--- src/rtl/gshare_pht_ctrl_if.sv ---
// Prediction, training and PHT RAM signals of the gshare controller.
interface gshare_pht_ctrl_if;
  logic       pred_valid;
  logic [6:0] pred_pc;
  logic       pred_ready;
  logic       pred_resp_valid;
  logic       pred_taken;
  logic [6:0] pred_history;
  logic       trn_valid;
  logic       trn_taken;
  logic       trn_mispredicted;
  logic [6:0] trn_history;
  logic [6:0] trn_pc;
  logic       trn_ready;
  logic       mem_en;
  logic       mem_we;
  logic [6:0] mem_addr;
  logic [1:0] mem_wdata;
  logic [1:0] mem_rdata;
  logic [2:0] fifo_count;

  modport slave (
    input  pred_valid, pred_pc, trn_valid, trn_taken, trn_mispredicted,
           trn_history, trn_pc, mem_rdata,
    output pred_ready, pred_resp_valid, pred_taken, pred_history, trn_ready,
           mem_en, mem_we, mem_addr, mem_wdata, fifo_count
  );

  modport master (
    output pred_valid, pred_pc, trn_valid, trn_taken, trn_mispredicted,
           trn_history, trn_pc, mem_rdata,
    input  pred_ready, pred_resp_valid, pred_taken, pred_history, trn_ready,
           mem_en, mem_we, mem_addr, mem_wdata, fifo_count
  );
endinterface

--- src/rtl/gshare_pht_ctrl.sv ---
// Gshare predictor controller: 128x2-bit PHT over a single-port RAM, prediction
// reads with priority, training read-modify-writes drained in order from a 4-deep FIFO.
//
// state | meaning
// INIT  | fill the PHT with weakly-not-taken, one entry per cycle
// IDLE  | no training in progress
// RD    | training read issued or pending
// WR    | training write pending
module gshare_pht_ctrl (
  input  logic             clk,
  input  logic             areset,
  gshare_pht_ctrl_if.slave bus
);

  typedef enum logic [1:0] {INIT, IDLE, RD, WR} state_t;

  state_t     state, state_nxt;
  logic       init_armed;
  logic [6:0] init_addr;
  logic [6:0] ghr;
  logic [6:0] hist_q;
  logic       resp_pending;
  logic [7:0] fifo_mem [4];
  logic [1:0] wr_ptr, rd_ptr;
  logic [2:0] count, count_nxt;
  logic [1:0] cnt_q;
  logic       cnt_valid;

  logic       pred_acc;
  logic       push;
  logic       pop;
  logic [7:0] head;
  logic [1:0] cnt_cur;
  logic [1:0] cnt_upd;

  always_comb begin
    bus.pred_ready      = (state != INIT) && !resp_pending && (count < 3'd4);
    bus.trn_ready       = (state != INIT) && (count < 3'd4);
    bus.pred_resp_valid = resp_pending;
    bus.pred_taken      = resp_pending & bus.mem_rdata[1];
    bus.pred_history    = hist_q;
    bus.fifo_count      = count;
    pred_acc            = bus.pred_valid && bus.pred_ready;
    push                = bus.trn_valid && bus.trn_ready;
    head                = fifo_mem[rd_ptr];
    // The RAM data is only valid on the first WR cycle; later cycles use the latched copy.
    cnt_cur             = cnt_valid ? cnt_q : bus.mem_rdata;
    if (head[7]) cnt_upd = (cnt_cur == 2'b11) ? 2'b11 : cnt_cur + 2'd1;
    else         cnt_upd = (cnt_cur == 2'b00) ? 2'b00 : cnt_cur - 2'd1;
  end

  always_comb begin
    state_nxt     = state;
    bus.mem_en    = 1'b0;
    bus.mem_we    = 1'b0;
    bus.mem_addr  = 7'd0;
    bus.mem_wdata = 2'b00;
    pop           = 1'b0;
    if (pred_acc) begin
      bus.mem_en   = 1'b1;
      bus.mem_addr = ghr ^ bus.pred_pc;
    end
    case (state)
      INIT: begin
        if (init_armed) begin
          bus.mem_en    = 1'b1;
          bus.mem_we    = 1'b1;
          bus.mem_addr  = init_addr;
          bus.mem_wdata = 2'b01;
          if (init_addr == 7'd127) state_nxt = IDLE;
        end
      end
      IDLE: begin
        if (count != 3'd0) state_nxt = RD;
      end
      RD: begin
        if (!pred_acc) begin
          bus.mem_en   = 1'b1;
          bus.mem_addr = head[6:0];
          state_nxt    = WR;
        end
      end
      WR: begin
        if (!pred_acc) begin
          bus.mem_en    = 1'b1;
          bus.mem_we    = 1'b1;
          bus.mem_addr  = head[6:0];
          bus.mem_wdata = cnt_upd;
          pop           = 1'b1;
        end
      end
      default: state_nxt = INIT;
    endcase
    count_nxt = count + {2'b00, push} - {2'b00, pop};
    if (pop) state_nxt = (count_nxt != 3'd0) ? RD : IDLE;
  end

  always_ff @(posedge clk or posedge areset) begin
    if (areset) state <= INIT;
    else        state <= state_nxt;
  end

  always_ff @(posedge clk or posedge areset) begin
    if (areset) begin
      init_armed   <= 1'b0;
      init_addr    <= 7'd0;
      ghr          <= 7'd0;
      hist_q       <= 7'd0;
      resp_pending <= 1'b0;
      wr_ptr       <= 2'd0;
      rd_ptr       <= 2'd0;
      count        <= 3'd0;
      cnt_q        <= 2'b00;
      cnt_valid    <= 1'b0;
      for (int i = 0; i < 4; i++) fifo_mem[i] <= 8'd0;
    end else begin
      init_armed   <= 1'b1;
      if (state == INIT && init_armed) init_addr <= init_addr + 7'd1;
      resp_pending <= pred_acc;
      if (pred_acc) hist_q <= ghr;
      // A resolved mispredict restores the architectural history over the speculative shift.
      if (push && bus.trn_mispredicted) ghr <= {bus.trn_history[5:0], bus.trn_taken};
      else if (resp_pending)            ghr <= {ghr[5:0], bus.mem_rdata[1]};
      if (push) begin
        fifo_mem[wr_ptr] <= {bus.trn_taken, bus.trn_history ^ bus.trn_pc};
        wr_ptr           <= wr_ptr + 2'd1;
      end
      if (pop) rd_ptr <= rd_ptr + 2'd1;
      count <= count_nxt;
      if (pop) cnt_valid <= 1'b0;
      else if (state == WR && !cnt_valid) begin
        cnt_q     <= bus.mem_rdata;
        cnt_valid <= 1'b1;
      end
    end
  end

endmodule

--- src/flat_wrapper.sv ---
// flat-port wrapper written by rule: the top's interface ports become plain ports
module gshare_pht_ctrl_flat 
  (clk, areset, bus_pred_valid, bus_pred_pc, bus_trn_valid, bus_trn_taken, bus_trn_mispredicted, bus_trn_history, bus_trn_pc, bus_mem_rdata, bus_pred_ready, bus_pred_resp_valid, bus_pred_taken, bus_pred_history, bus_trn_ready, bus_mem_en, bus_mem_we, bus_mem_addr, bus_mem_wdata, bus_fifo_count);
  gshare_pht_ctrl_if bus_i ();
  input  logic clk;
  input  logic areset;
  input wire logic [$bits(bus_i.pred_valid)-1:0] bus_pred_valid;
  input wire logic [$bits(bus_i.pred_pc)-1:0] bus_pred_pc;
  input wire logic [$bits(bus_i.trn_valid)-1:0] bus_trn_valid;
  input wire logic [$bits(bus_i.trn_taken)-1:0] bus_trn_taken;
  input wire logic [$bits(bus_i.trn_mispredicted)-1:0] bus_trn_mispredicted;
  input wire logic [$bits(bus_i.trn_history)-1:0] bus_trn_history;
  input wire logic [$bits(bus_i.trn_pc)-1:0] bus_trn_pc;
  input wire logic [$bits(bus_i.mem_rdata)-1:0] bus_mem_rdata;
  output wire logic [$bits(bus_i.pred_ready)-1:0] bus_pred_ready;
  output wire logic [$bits(bus_i.pred_resp_valid)-1:0] bus_pred_resp_valid;
  output wire logic [$bits(bus_i.pred_taken)-1:0] bus_pred_taken;
  output wire logic [$bits(bus_i.pred_history)-1:0] bus_pred_history;
  output wire logic [$bits(bus_i.trn_ready)-1:0] bus_trn_ready;
  output wire logic [$bits(bus_i.mem_en)-1:0] bus_mem_en;
  output wire logic [$bits(bus_i.mem_we)-1:0] bus_mem_we;
  output wire logic [$bits(bus_i.mem_addr)-1:0] bus_mem_addr;
  output wire logic [$bits(bus_i.mem_wdata)-1:0] bus_mem_wdata;
  output wire logic [$bits(bus_i.fifo_count)-1:0] bus_fifo_count;
  assign bus_i.pred_valid = bus_pred_valid;
  assign bus_i.pred_pc = bus_pred_pc;
  assign bus_i.trn_valid = bus_trn_valid;
  assign bus_i.trn_taken = bus_trn_taken;
  assign bus_i.trn_mispredicted = bus_trn_mispredicted;
  assign bus_i.trn_history = bus_trn_history;
  assign bus_i.trn_pc = bus_trn_pc;
  assign bus_i.mem_rdata = bus_mem_rdata;
  assign bus_pred_ready = bus_i.pred_ready;
  assign bus_pred_resp_valid = bus_i.pred_resp_valid;
  assign bus_pred_taken = bus_i.pred_taken;
  assign bus_pred_history = bus_i.pred_history;
  assign bus_trn_ready = bus_i.trn_ready;
  assign bus_mem_en = bus_i.mem_en;
  assign bus_mem_we = bus_i.mem_we;
  assign bus_mem_addr = bus_i.mem_addr;
  assign bus_mem_wdata = bus_i.mem_wdata;
  assign bus_fifo_count = bus_i.fifo_count;
  gshare_pht_ctrl u_core (.clk(clk), .areset(areset), .bus(bus_i));
endmodule
--- config.mk ---
export PLATFORM = sky130hd
export DESIGN_NAME = gshare_pht_ctrl_flat
export DESIGN_NICKNAME = d
export VERILOG_FILES = /design/src/rtl/gshare_pht_ctrl_if.sv /design/src/rtl/gshare_pht_ctrl.sv /design/src/flat_wrapper.sv
export SDC_FILE = /design/constraint.sdc
export NUM_CORES = 1
export LEC_CHECK = 0
export ABC_AREA = 1
export BUFFER_PORTS_ARGS = -buffer_cell sky130_fd_sc_hd__buf_4
export CELL_PAD_IN_SITES_DETAIL_PLACEMENT = 1
export CELL_PAD_IN_SITES_GLOBAL_PLACEMENT = 1
export CORE_AREA = 2 2 98 100
export DETAILED_ROUTE_END_ITERATION = 10
export DIE_AREA = 0 0 100 102
export GPL_ROUTABILITY_DRIVEN = 0
export PLACE_DENSITY = 0.87
export SETUP_SLACK_MARGIN = 0.5
export SLEW_MARGIN = 0
export SYNTH_ARGS = -nofsm -noshare
export SYNTH_HDL_FRONTEND = slang
export SYNTH_SLANG_ARGS = --single-unit
--- constraint.sdc ---
create_clock -name clk -period 3.3 [get_ports clk]
set_clock_uncertainty 0.05 [all_clocks]
set_input_delay 0.66 -clock clk [delete_from_list [all_inputs] [get_ports clk]]
set_output_delay 0.66 -clock clk [all_outputs]
set_load 0.03 [all_outputs]
=== Yosys cells after proc, flatten, opt, wreduce, memory -nomap -nowiden ===
Cells that the tools add are included.

* Register bits: 67

* Mux-type cells: 36
* Add/subtract/negate cells: 7
* Bitwise gates (word level): 6
* Order comparisons: 4
* Reduce and logical (&&, ||, !) cells: 22
* Equality and inequality tests: 9

{| class="wikitable"
|+ Operators with widths
! cell !! number
|-
| 2-to-1 mux 7 bit || 5
|-
| bitwise mux 32 bit || 1
|-
| 2-to-1 mux 8 bit || 3
|-
| 2-to-1 mux 2 bit || 11
|-
| binary-select mux 8 bit (select 2 bit) || 1
|-
| demux 8 bit (select 2 bit) || 1
|-
| one-hot mux 7 bit (2 select lines) || 1
|-
| bitwise XOR 7 bit || 2
|-
| logical AND 1 bit || 9
|-
| 2-to-1 mux 1 bit || 9
|-
| != test 3 x 1 -> 1 bit (second input constant) || 3
|-
| adder 7 x 1 -> 7 bit (second input constant) || 1
|-
| equality test 7 bit (second input constant) || 1
|-
| adder 2 x 1 -> 2 bit (second input constant) || 3
|-
| equality test 2 bit (second input constant) || 3
|-
| greater-or-equal comparator 3 bit (second input constant) || 2
|-
| NOT 2 -> 3 bit || 2
|-
| one-hot mux 2 bit (3 select lines) || 1
|-
| nonzero test 2 bit || 3
|-
| nonzero test 3 bit || 2
|-
| AND reduction 5 bit || 1
|-
| logical NOT 2 bit || 2
|-
| one-hot mux 1 bit (2 select lines) || 2
|-
| one-hot mux 2 bit (2 select lines) || 1
|-
| 13 further kinds || 14
|}

=== Logic depth before layout (Yosys ltp) ===
Gate-level depths: netlist (run 1).

* Depth after elaboration: 10
* Mapped depth: 17

=== Least setup slack after synthesis (run 1) ===
Ideal clock, no wire load.

* Path type: register to output
* Start: register u_core.state[0]
* End: output port bus_mem_addr[0]
* Stages on the path, launching flop included: 8
* Data arrival time: 2.119 ns
* Data required time: 2.590 ns
* Setup slack: 0.471 ns
* Cells stage by stage: dfrtp_1 > inv_1 > ha_1 > nor2_4 > nand3_4 > inv_2 > o31ai_1 > o21ai_0

* Word-level cells in the longest chain between the ends: 7
* Elaborated cells between the ends (all ways): 12
* Those cells by class: eq/ne: 2; mux: 4; reduce/logical: 6

{| class="wikitable"
|+ RTL lines
! item !! line !! RTL
|-
| from (decl) || gshare_pht_ctrl.sv:17 || <nowiki>state_t state, state_nxt;</nowiki>
|-
| from (signal assigned) || gshare_pht_ctrl.sv:100 || <nowiki>else state <= state_nxt;</nowiki>
|-
| nonzero test 2 bit * || gshare_pht_ctrl.sv:37 || <nowiki>bus.pred_ready = (state != INIT) && !resp_pending && (count < 3'd4);</nowiki>
|-
| logical AND 1 bit * (2 in a row) || gshare_pht_ctrl.sv:37 ||
|-
| logical AND 1 bit * || gshare_pht_ctrl.sv:43 || <nowiki>pred_acc = bus.pred_valid && bus.pred_ready;</nowiki>
|-
| net u_core.pred_acc || gshare_pht_ctrl.sv:29 || <nowiki>logic pred_acc;</nowiki>
|-
| 2-to-1 mux 7 bit || gshare_pht_ctrl.sv:59 || <nowiki>if (pred_acc) begin</nowiki>
|-
| 2-to-1 mux 7 bit (on tied branches) || gshare_pht_ctrl.sv:77, gshare_pht_ctrl.sv:84, gshare_pht_ctrl.sv:65 ||
|-
| one-hot mux 7 bit (2 select lines) * || gshare_pht_ctrl.sv:63 || <nowiki>case (state)</nowiki>
|-
| to (decl) || flat_wrapper.sv:22 || <nowiki>output wire logic [$bits(bus_i.mem_addr)-1:0] bus_mem_addr;</nowiki>
|}

The timed path passes the listed nets; every way through them passes the cells marked *.

=== Worst setup path in the final report (run 1) ===
* Start: register u_core.state[0]
* End: output port bus_mem_en

* Word-level cells in the longest chain between the ends: 7
* Elaborated cells between the ends (all ways): 12
* Those cells by class: eq/ne: 2; mux: 4; reduce/logical: 6

{| class="wikitable"
|+ RTL lines
! item !! line !! RTL
|-
| nonzero test 2 bit || gshare_pht_ctrl.sv:37 ||
|-
| logical AND 1 bit (2 in a row) || gshare_pht_ctrl.sv:37 ||
|-
| logical AND 1 bit || gshare_pht_ctrl.sv:43 ||
|-
| 2-to-1 mux 1 bit || gshare_pht_ctrl.sv:59 ||
|-
| 2-to-1 mux 1 bit (on tied branches) || gshare_pht_ctrl.sv:77, gshare_pht_ctrl.sv:84, gshare_pht_ctrl.sv:65 ||
|-
| one-hot mux 1 bit (2 select lines) * || gshare_pht_ctrl.sv:63 ||
|-
| to (decl) || flat_wrapper.sv:20 || <nowiki>output wire logic [$bits(bus_i.mem_en)-1:0] bus_mem_en;</nowiki>
|}

Mark *: on every way between the ends. The rest lies on a longest branch, timed or not.

==> results of run 1 <==
[area by class of cell]
cell class,instances,area [sq um],area share (%)
tap,111,138.9,2.930
sequential,67,1679,35.42
clock inverter,6,66.31,1.399
timing repair buffer,74,636.9,13.43
inverter,66,257.7,5.437
clock buffer,10,127.6,2.692
multi-input combinational,344,1834,38.69
[layer usage]
| metal | vias to the layer above | track usage (%) | part of all wire, % |
|---|---|---|---|
| met3 | 30 | 3.762 | 4.6 |
| li1 | 1660 | - | - |
| met4 | 0 | 10.54 | 2.9 |
| met1 | 1743 | 29.64 | 42 |
| met2 | 106 | 40.12 | 51 |
| met5 | - | 0 | 0 |
[worst paths after layout]
path	start	end	slack (ns)	cells past startpoint
max in group asynchronous	areset	u_core.rd_ptr[1]	2.25	3
min	areset	u_core.fifo_mem[16]	0.21	2
min in group clk	u_core.fifo_mem[22]	u_core.fifo_mem[22]	0.44	2
max reg2reg	u_core.state[0]	u_core.state[0]	0.62	16
min reg2reg	u_core.fifo_mem[22]	u_core.fifo_mem[22]	0.44	2
max	u_core.state[0]	bus_mem_en	0.44	5
[cell usage in the layout (no fill, tap or decap), types with 5 or more instances in the layout]
cell type | synthesis | layout
buf_6 | 1 | 5
xor2_1 | 13 | 13
nand3_1 | 27 | 26
o21ai_1 | 8 | 12
xnor2_1 | 8 | 8
clkbuf_8 | 0 | 9
a21oi_1 | 9 | 7
inv_2 | 8 | 9
dfrtp_1 | 67 | 65
ha_1 | 13 | 10
inv_1 | 57 | 53
buf_4 | 1 | 65
nand2_1 | 178 | 172
nor2_1 | 25 | 23
nand2_2 | 8 | 13
o21ai_0 | 37 | 32
[power groups by stage]
stage / Sequential [uW] / Clock (uW) / Combinational [uW]
floorplan: 1030 / 0 / 477
global placement: 1010 / 0 / 741
detailed placement: 1010 / 0 / 770
CTS: 998 / 700 / 814
global route: 1020 / 735 / 976
finish: 1010 / 707 / 897
[cells by family (layout without fill, tap and decap cells)]
group           count (synthesis)  count (layout)  share of synthesized area, %
compound gates                 61              61                         8.956
xor+xnor                       21              21                         4.950
fa+ha+maj                      14              14                         4.916
buf+inv                        76             156                         8.182
flops                          67              67                         45.12
other cells                     1               1                        0.1009
simple gates                  247             247                         27.78
[flip-flops by register name, indices dropped and copies added (netlist names)]
signal                      flops
u_core.init_addr                7
u_core.cnt_q                    2
u_core.bus.pred_history         7
u_core.bus.fifo_count           3
u_core.fifo_mem                32
u_core.state                    2
u_core.wr_ptr                   2
u_core.bus.pred_resp_valid      1
u_core.init_armed               1
u_core.cnt_valid                1
u_core.rd_ptr                   2
u_core.ghr                      7
[what timing repair did]
item,CTS,global route
gates cloned,1,1
setup buffers,7,7
pin swaps,2,11
gates resized for setup,10,37
setup endpoints to repair,12,11
[metrics by stage]
step	instances	util, %	hold slack (ns)	total power, uW
6_report	678	52.05	0.2052	2611
5_1_grt	678	52.05	0.2166	2729
4_1_cts	670	49.93	0.2118	2512
3_5_place_dp	646	46.51	0.4156	1784
3_3_place_gp	646	46.51	0.4119	1748
2_1_floorplan	487	-	0.3989	1508
==> results.toml, run 1 <==
[outcome]
status = "finished, final reports clean"

[pwr]
pwr-share-clk_pct = 27.1
switching_share_pct = 38.38
p_sw_uw = 1002
p_seq_share_pct = 38.6
p_per_area_mw_per_mm2 = 550.7
internal_power_uw = 1609
combPwrFrac_pct = 34.4
ir_worst_vdd_uv = 191.4
power_leakage_uw = 0.002426

[finish]
area_delta_synth_final_pct = 27.58
drive_above_1_share_pct = 24.16
postLayoutCellArea_sq_mm = 0.004741
n_antenna_cell = 0
fin_nets = 605
nFillCells = 1148

[synthesis]
ys_top_cells_by_count = "178 x nand2_1, 67 x dfrtp_1, 57 x inv_1, 37 x o21ai_0, 27 x nand3_1"
synth_edf_count = 0
yosysWarnings = 0
synth-seq-area-share_pct = 45.12
synth_most_common_cell = "nand2_1"
synth_async_sr_flop_share_pct = 100.0
synth_area_sq_mm = 0.003716
ys_top_cells_by_area = "dfrtp_1 45%, nand2_1 18%, inv_1 5.8%"
synth_top_area_cell = "dfrtp_1"
synth_cell_types = 31
avgSynthCellArea_sq_um = 7.631
synth-seq-cells = 67
yosysTopAreaCellShare_pct = 45.12
ys.flop_type = "dfrtp_1"
synth_nets = 530
synthCells = 487

[clock_network]
clkTransAtPathRegs_ns = 0.08
cts_tree = "built"
htreeDepth = 3
clockBufferDepth = 2
clk_latency_ns = 0.36
numCtsBuffers = 9
cts_hold_buf = 0
clock_sink_count = 67
cts_root_buf = "clkbuf_8"

[route]
via_count = 3539
ant_nets = 0
wire_per_inst_um = 18.18
drt_first_pass_iters = 4
drc = 0
via_per_inst = 5.220
routed_wl_um = 12330
drtIter0Drc = 166

[worst_setup_path]
crit_required_ns = 2.59
arrival_ns = 2.15
cp-start-kind = "flip-flop"
slowest_delay_ns = 0.46
cpLargestDelayFamily = "buffers and inverters"
crit_chain = "ha_1 > inv_1 > o21ai_0 > o21ai_1 > buf_4"
path_class = "flip-flop to output pin"
end_kind = "output pin"
cp_num_buf_inv = 2
critPathMaxFanout = 14
critPathSlowestCell = "dfrtp_2"

[global_route]
grt_pass1_vias = 3641
grt.overflow.total = 0
antenna_found_initial = 0
grt_use_total_pct = 23.50
grt_start_max_net_pins = 32
grt_pass1_wl_um = 18320

[die]
initial_utilization_pct = 40.80
core_sq_mm = 0.009109
fp.dieW_um = 100
num_rows = 35
die_h_um = 102
die-area_sq_mm = 0.01020
io_pins = 54

[worst_hold_path]
hp-class = "primary input to async pin"

[timing]
rsz0062_at_grt = "yes"
setup_viol = 0
fmax_mhz = 349.9
setup_ws_ns = 0.4424
setup-tns-final_ns = 0
slew_viol_final = 0
fin_crit_ns = 2.858
hold_viol_final = 0
post-route-period-util_pct = 86.59

[run]
max_cap_violations = 0

[place]
place_ws_ns = 0.4379
post_dp_cell_area_sq_mm = 0.004237
port_buffers = 53
hpwl_um = 7879
Note: power is estimated with default switching activity, not from simulation.
==> run 2: changes to the inputs <==
- CELL_PAD_IN_SITES_DETAIL_PLACEMENT: 1 -> 0
- CTS_CLUSTER_DIAMETER: not set -> 30
==> run 2 against run 1 <==
Against the previous run: die area unchanged; global-route usage is 4.5 points lower; clock power grew 27%; via count down 8.9%; cell area is 1.1% lower; first-iteration DRC count down 8.4%; register-to-register slack gained 0.11 ns; core utilization down 0.56 points; total power up 3.5%; critical endpoint is now bus_mem_addr[2]; hold slack better by 0.015 ns; sequential share of layout area rose by 0.36 points; sequential power is essentially flat.
==> results.toml, run 2 (synthesis results as in run 1) <==
[finish]
fin_nets = 602
top_register = "u_core.fifo_mem"
drive_above_1_share_pct = 21.63
final_cell_mix = "177 x nand2_1, 68 x buf_4, 66 x dfrtp_1"
layout_commonest_cell = "nand2_1"
largest_reg_flops = 32
n_antenna_cell = 0
area_delta_synth_final_pct = 26.20
nFillCells = 895

[outcome]
status = "finished, final reports clean"

[worst_setup_path]
crit_required_ns = 2.59
cp-start-kind = "flip-flop"
ff2ff_path_depth = 15
r2r-start = "u_core.state[1]"
critPathMaxFanout = 7
startpoint = "u_core.state[1]"
end_kind = "output pin"
path_class = "flip-flop to output pin"
arrival_ns = 1.98
reg2reg_slack_ns = 0.73
r2r-end = "u_core.state[0]"

[place]
port_buffers = 53
place_ws_ns = 0.5193
hpwl_um = 6617

[clock_network]
clk_latency_ns = 0.34
clkTransAtPathRegs_ns = 0.08
clock_sink_count = 67
numCtsBuffers = 9
htreeDepth = 3
cts_root_buf = "clkbuf_8"
cts_tree = "built"
clockBufferDepth = 2

[route]
drc = 0
routed_wl_um = 9295
via_count = 3225
via_per_inst = 4.778
wire_per_inst_um = 13.77
drt_first_pass_iters = 4
drtIter0Drc = 152
ant_nets = 0

[timing]
slew_viol_final = 0
post-route-period-util_pct = 81.41
setup_ws_ns = 0.6135
hold_viol_final = 0
rsz0062_at_grt = "yes"
fmax_mhz = 372.2
setup_viol = 0
setup-tns-final_ns = 0
fin_crit_ns = 2.686

[global_route]
grt_use_total_pct = 19.02
grt_pass1_wl_um = 14900
grt_start_max_net_pins = 32
grt_pass1_vias = 3019
antenna_found_initial = 0
grt.overflow.total = 0

[run]
max_cap_violations = 0

[die]
num_rows = 35
fp.dieW_um = 100
die_h_um = 102
core_sq_mm = 0.009109
die-area_sq_mm = 0.01020
io_pins = 54
initial_utilization_pct = 40.80

[worst_hold_path]
hp-class = "primary input to async pin"

[pwr]
power_leakage_uw = 0.002432
ir_worst_vdd_uv = 207.5
p_per_area_mw_per_mm2 = 575.9
[run 2: cell types whose count changed in the layout (fill, tap and decap cells not counted), moves of 2 or more]
| cell | delta |
|---|---|
| ha_1 | +2 |
| o21ai_0 | +2 |
| inv_2 | +2 |
| inv_4 | -2 |
| bufinv_16 | +3 |
| o21ai_1 | -2 |
| buf_4 | +3 |
| a21oi_2 | -2 |
| buf_6 | -5 |
| nand2_1 | +5 |
| nand2_2 | -5 |
| a21oi_1 | +2 |
| nor2_1 | +2 |
[run 2: layout make-up]
type                       count  area, sq um  area share [%]
inverter                      66        252.7           5.390
sequential                    67         1678           35.78
multi-input combinational    344         1775           37.86
tap                          111        138.9           2.962
clock buffer                   9        123.9           2.641
clock inverter                 7        140.1           2.988
timing repair buffer          71        580.6           12.38
[run 2: timing repair]
item / in CTS / in global routing
gates resized for setup: 9 / 10
cloned: 0 / 2
setup buffers: 4 / 7
pin swaps: 1 / 3
endpoints found under the setup margin: 7 / 10
hold buffers: 0 / 0
[run 2: per-stage QoR]
step / utilization (%) / total power (uW) / hold slack, ns / area [sq um] / cells
2_1_floorplan: - / 1508 / 0.3989 / 3716 / 487
5_1_grt: 51.48 / 2863 / 0.2315 / 4690 / 675
6_report: 51.48 / 2701 / 0.2207 / 4690 / 675
3_3_place_gp: 46.51 / 1748 / 0.4119 / 4237 / 646
3_5_place_dp: 46.51 / 1759 / 0.4148 / 4237 / 646
4_1_cts: 50.01 / 2682 / 0.2206 / 4556 / 666
[run 2: how the worst max path moves through the flow]
stage                       to  depth (start not counted)
6_report       bus_mem_addr[2]                         12
5_1_grt        bus_mem_addr[2]                         12
4_1_cts        bus_mem_addr[2]                          9
3_5_place_dp   u_core.state[0]                         15
3_3_place_gp   u_core.state[0]                         15
2_1_floorplan  bus_mem_addr[0]                          7
[run 2: worst max-delay path, cell delays in order, from the launching register on]
cell and delay (ns):
dfrtp_1 0.41, inv_2 0.09, ha_4 0.18, nor2_4 0.12, nand3_4 0.14, buf_12 0.17, nand2_1 0.06, inv_2 0.05
nand2_1 0.05, o21ai_0 0.07, nand2_1 0.08, o21ai_2 0.06, buf_4 0.17
[run 2: layer usage]
metal	global-route usage, %	part of all wire [%]	routed length [um]
met1	26.70	48	4418
met3	2.941	6.2	572
met2	29.94	45	4189
met5	0	0	0
met4	7.271	1.2	114
[run 2: power breakdown]
group / internal [uW] / total [uW] / switching (uW)
Clock: 577 / 899 / 322
Sequential: 920 / 996 / 75.6
Combinational: 318 / 806 / 488
==> run 3: changes to the inputs <==
- clock period: 3.3 -> 2.53 ns (I/O delays scaled with it)
==> run 3 against run 2 <==
Against the previous run: clock-buffer cell count up 3; wire length is 8.2% higher; worst setup slack worse by 0.61 ns; register-to-register slack got worse by 0.66 ns; critical path type unchanged; total power is 26% higher; sequential power increased by 31%; cell count grew 1.9%; critical path depth down 2; sequential cell count is the same; core utilization rose by 3.5 points; largest power group unchanged.
==> results.toml, run 3 (synthesis results as in run 1) <==
[pwr]
p_seq_share_pct = 38.3
internal_power_uw = 2146
ir_worst_vdd_uv = 269.1
combPwrFrac_pct = 37.2
p_sw_uw = 1255
total_power_uw = 3401
p_per_area_mw_per_mm2 = 678.7
pwr-share-clk_pct = 24.4
power_leakage_uw = 0.002488
switching_share_pct = 36.89

[worst_setup_path]
critPathCapture = "bus_mem_addr[1]"
ff2ff_path_depth = 17
crit_top_cell = "buf_6"
path_class = "flip-flop to output pin"
crit_chain = "inv_2 > ha_4 > nor2_4 > nand3_4 > buf_12 > buf_6 > nor2_2 > nor2_1 > a21oi_4 > buf_6"
critPathMaxFanout = 12
end_kind = "output pin"
r2r-end = "u_core.state[1]"
cp-start-kind = "flip-flop"
reg2reg_slack_ns = 0.07
startpoint = "u_core.state[1]"
crit_required_ns = 1.97
slowest_delay_ns = 0.44
critPathSlowestCell = "dfrtp_1"
arrival_ns = 1.97
r2r-start = "u_core.state[1]"

[clock_network]
cts_hold_buf = 0
cts_root_buf = "clkbuf_8"
cts_tree = "built"
clkTransAtPathRegs_ns = 0.08
clockBufferDepth = 2
numCtsBuffers = 9
htreeDepth = 3
clock_sink_count = 67
clk_latency_ns = 0.34

[die]
num_rows = 35
fp.dieW_um = 100
core_sq_mm = 0.009109
die_h_um = 102
die-area_sq_mm = 0.01020
initial_utilization_pct = 40.80
io_pins = 54

[run]
max_cap_violations = 0

[timing]
slew_headroom_pct = 59.43
fmax_mhz = 396.0
fin_crit_ns = 2.525
setup_viol = 0
worstMarginPinSlew_ns = 0.6072
slew_viol_final = 0
post-route-period-util_pct = 99.82
rsz0062_at_grt = "yes"
hold_viol_final = 0

[route]
routed_wl_um = 10060
ant_nets = 0
via_count = 3345
drc = 0
via_per_inst = 4.862
drt_first_pass_iters = 4
wire_per_inst_um = 14.62
drtIter0Drc = 198

[global_route]
grt_use_total_pct = 20.48
grt_pass1_vias = 3246
grt_start_max_net_pins = 43
grt.overflow.total = 0
grt_pass1_wl_um = 15990
antenna_found_initial = 0

[finish]
final_cell_mix = "174 x nand2_1, 67 x dfrtp_1, 63 x buf_4"
stdcell_count = 688
fin_nets = 615
drive_above_1_share_pct = 28.42
top_register = "u_core.fifo_mem"
area_delta_synth_final_pct = 34.85
largest_reg_flops = 32
layout_commonest_cell = "nand2_1"
n_antenna_cell = 0

[place]
port_buffers = 53
hpwl_um = 6698
dp.cells = 647

[worst_hold_path]
hp-class = "primary input to async pin"

[outcome]
status = "finished, final reports clean"
run 3: cell types whose count changed in the layout (fill, tap and decap cells not counted), sizes merged:
cell and change:
clkinv +1, bufinv -4, buf +13, clkbuf +1, inv -2, bufbuf +1, clkinvlp +3
run 3: how the worst min path moves through the flow:
stage / end / slack (ns) / cells past startpoint
2_1_floorplan: u_core.fifo_mem[17] / 0.40 / 2
3_3_place_gp: u_core.fifo_mem[20] / 0.41 / 2
3_5_place_dp: u_core.fifo_mem[6] / 0.41 / 2
4_1_cts: u_core.fifo_mem[11] / 0.19 / 2
5_1_grt: u_core.fifo_mem[11] / 0.21 / 2
6_report: u_core.fifo_mem[11] / 0.19 / 2
run 3: repair_timing:
action                     in CTS  in global routing
setup buffers                  18                  5
pin swaps                      10                  6
hold endpoints to repair        0                  0
setup endpoints to repair      16                 31
resized for setup              34                 27
gates cloned                    1                  1
run 3: per-stage QoR:
step,hold slack (ns),setup slack (ns),util [%],instance area (sq um),setup TNS [ns]
3_5_place_dp,0.4146,0.1189,48.12,4383,0
2_1_floorplan,0.3989,0.05920,-,3846,0
3_3_place_gp,0.4121,0.1427,48.12,4383,0
5_1_grt,0.2052,-0.1058,55.01,5011,-0.6754
4_1_cts,0.1948,0.003056,53.50,4873,0
6_report,0.1864,0.004534,55.01,5011,0
run 3: area by class of cell:
class                           instances  area [sq um]
Tap cell                              111         138.9
Multi-Input combinational cell        344          1998
Clock inverter                          4         25.02
Sequential cell                        67          1677
Timing Repair Buffer                   83         737.0
Inverter                               66         275.3
Timing Repair inverter                  1         5.005
Fill cell                             873          4098
Clock buffer                           12         155.1
run 3: layer usage:
metal	share of wire (%)	track usage (%)	routed length, um
met3	4.7	3.830	477
met4	1.3	6.639	133
met2	48	32.85	4783
met5	0	0	0
met1	46	28.32	4664
run 3: power groups by stage:
stage / registers [uW] / clock network (uW) / logic, uW
global route: 1320 / 903 / 1390
detailed placement: 1320 / 0 / 1060
finish: 1300 / 830 / 1270
global placement: 1320 / 0 / 1050
floorplan: 1350 / 0 / 711
CTS: 1300 / 843 / 1200
run 3: critical path: cells and delay by family (launching register included):
| kind | cells | cell delay [ns] |
|---|---|---|
| simple gates | 4 | 0.37 |
| flops | 1 | 0.44 |
| buf+inv | 4 | 0.51 |
| compound gates | 1 | 0.12 |
| fa+ha+maj | 1 | 0.18 |
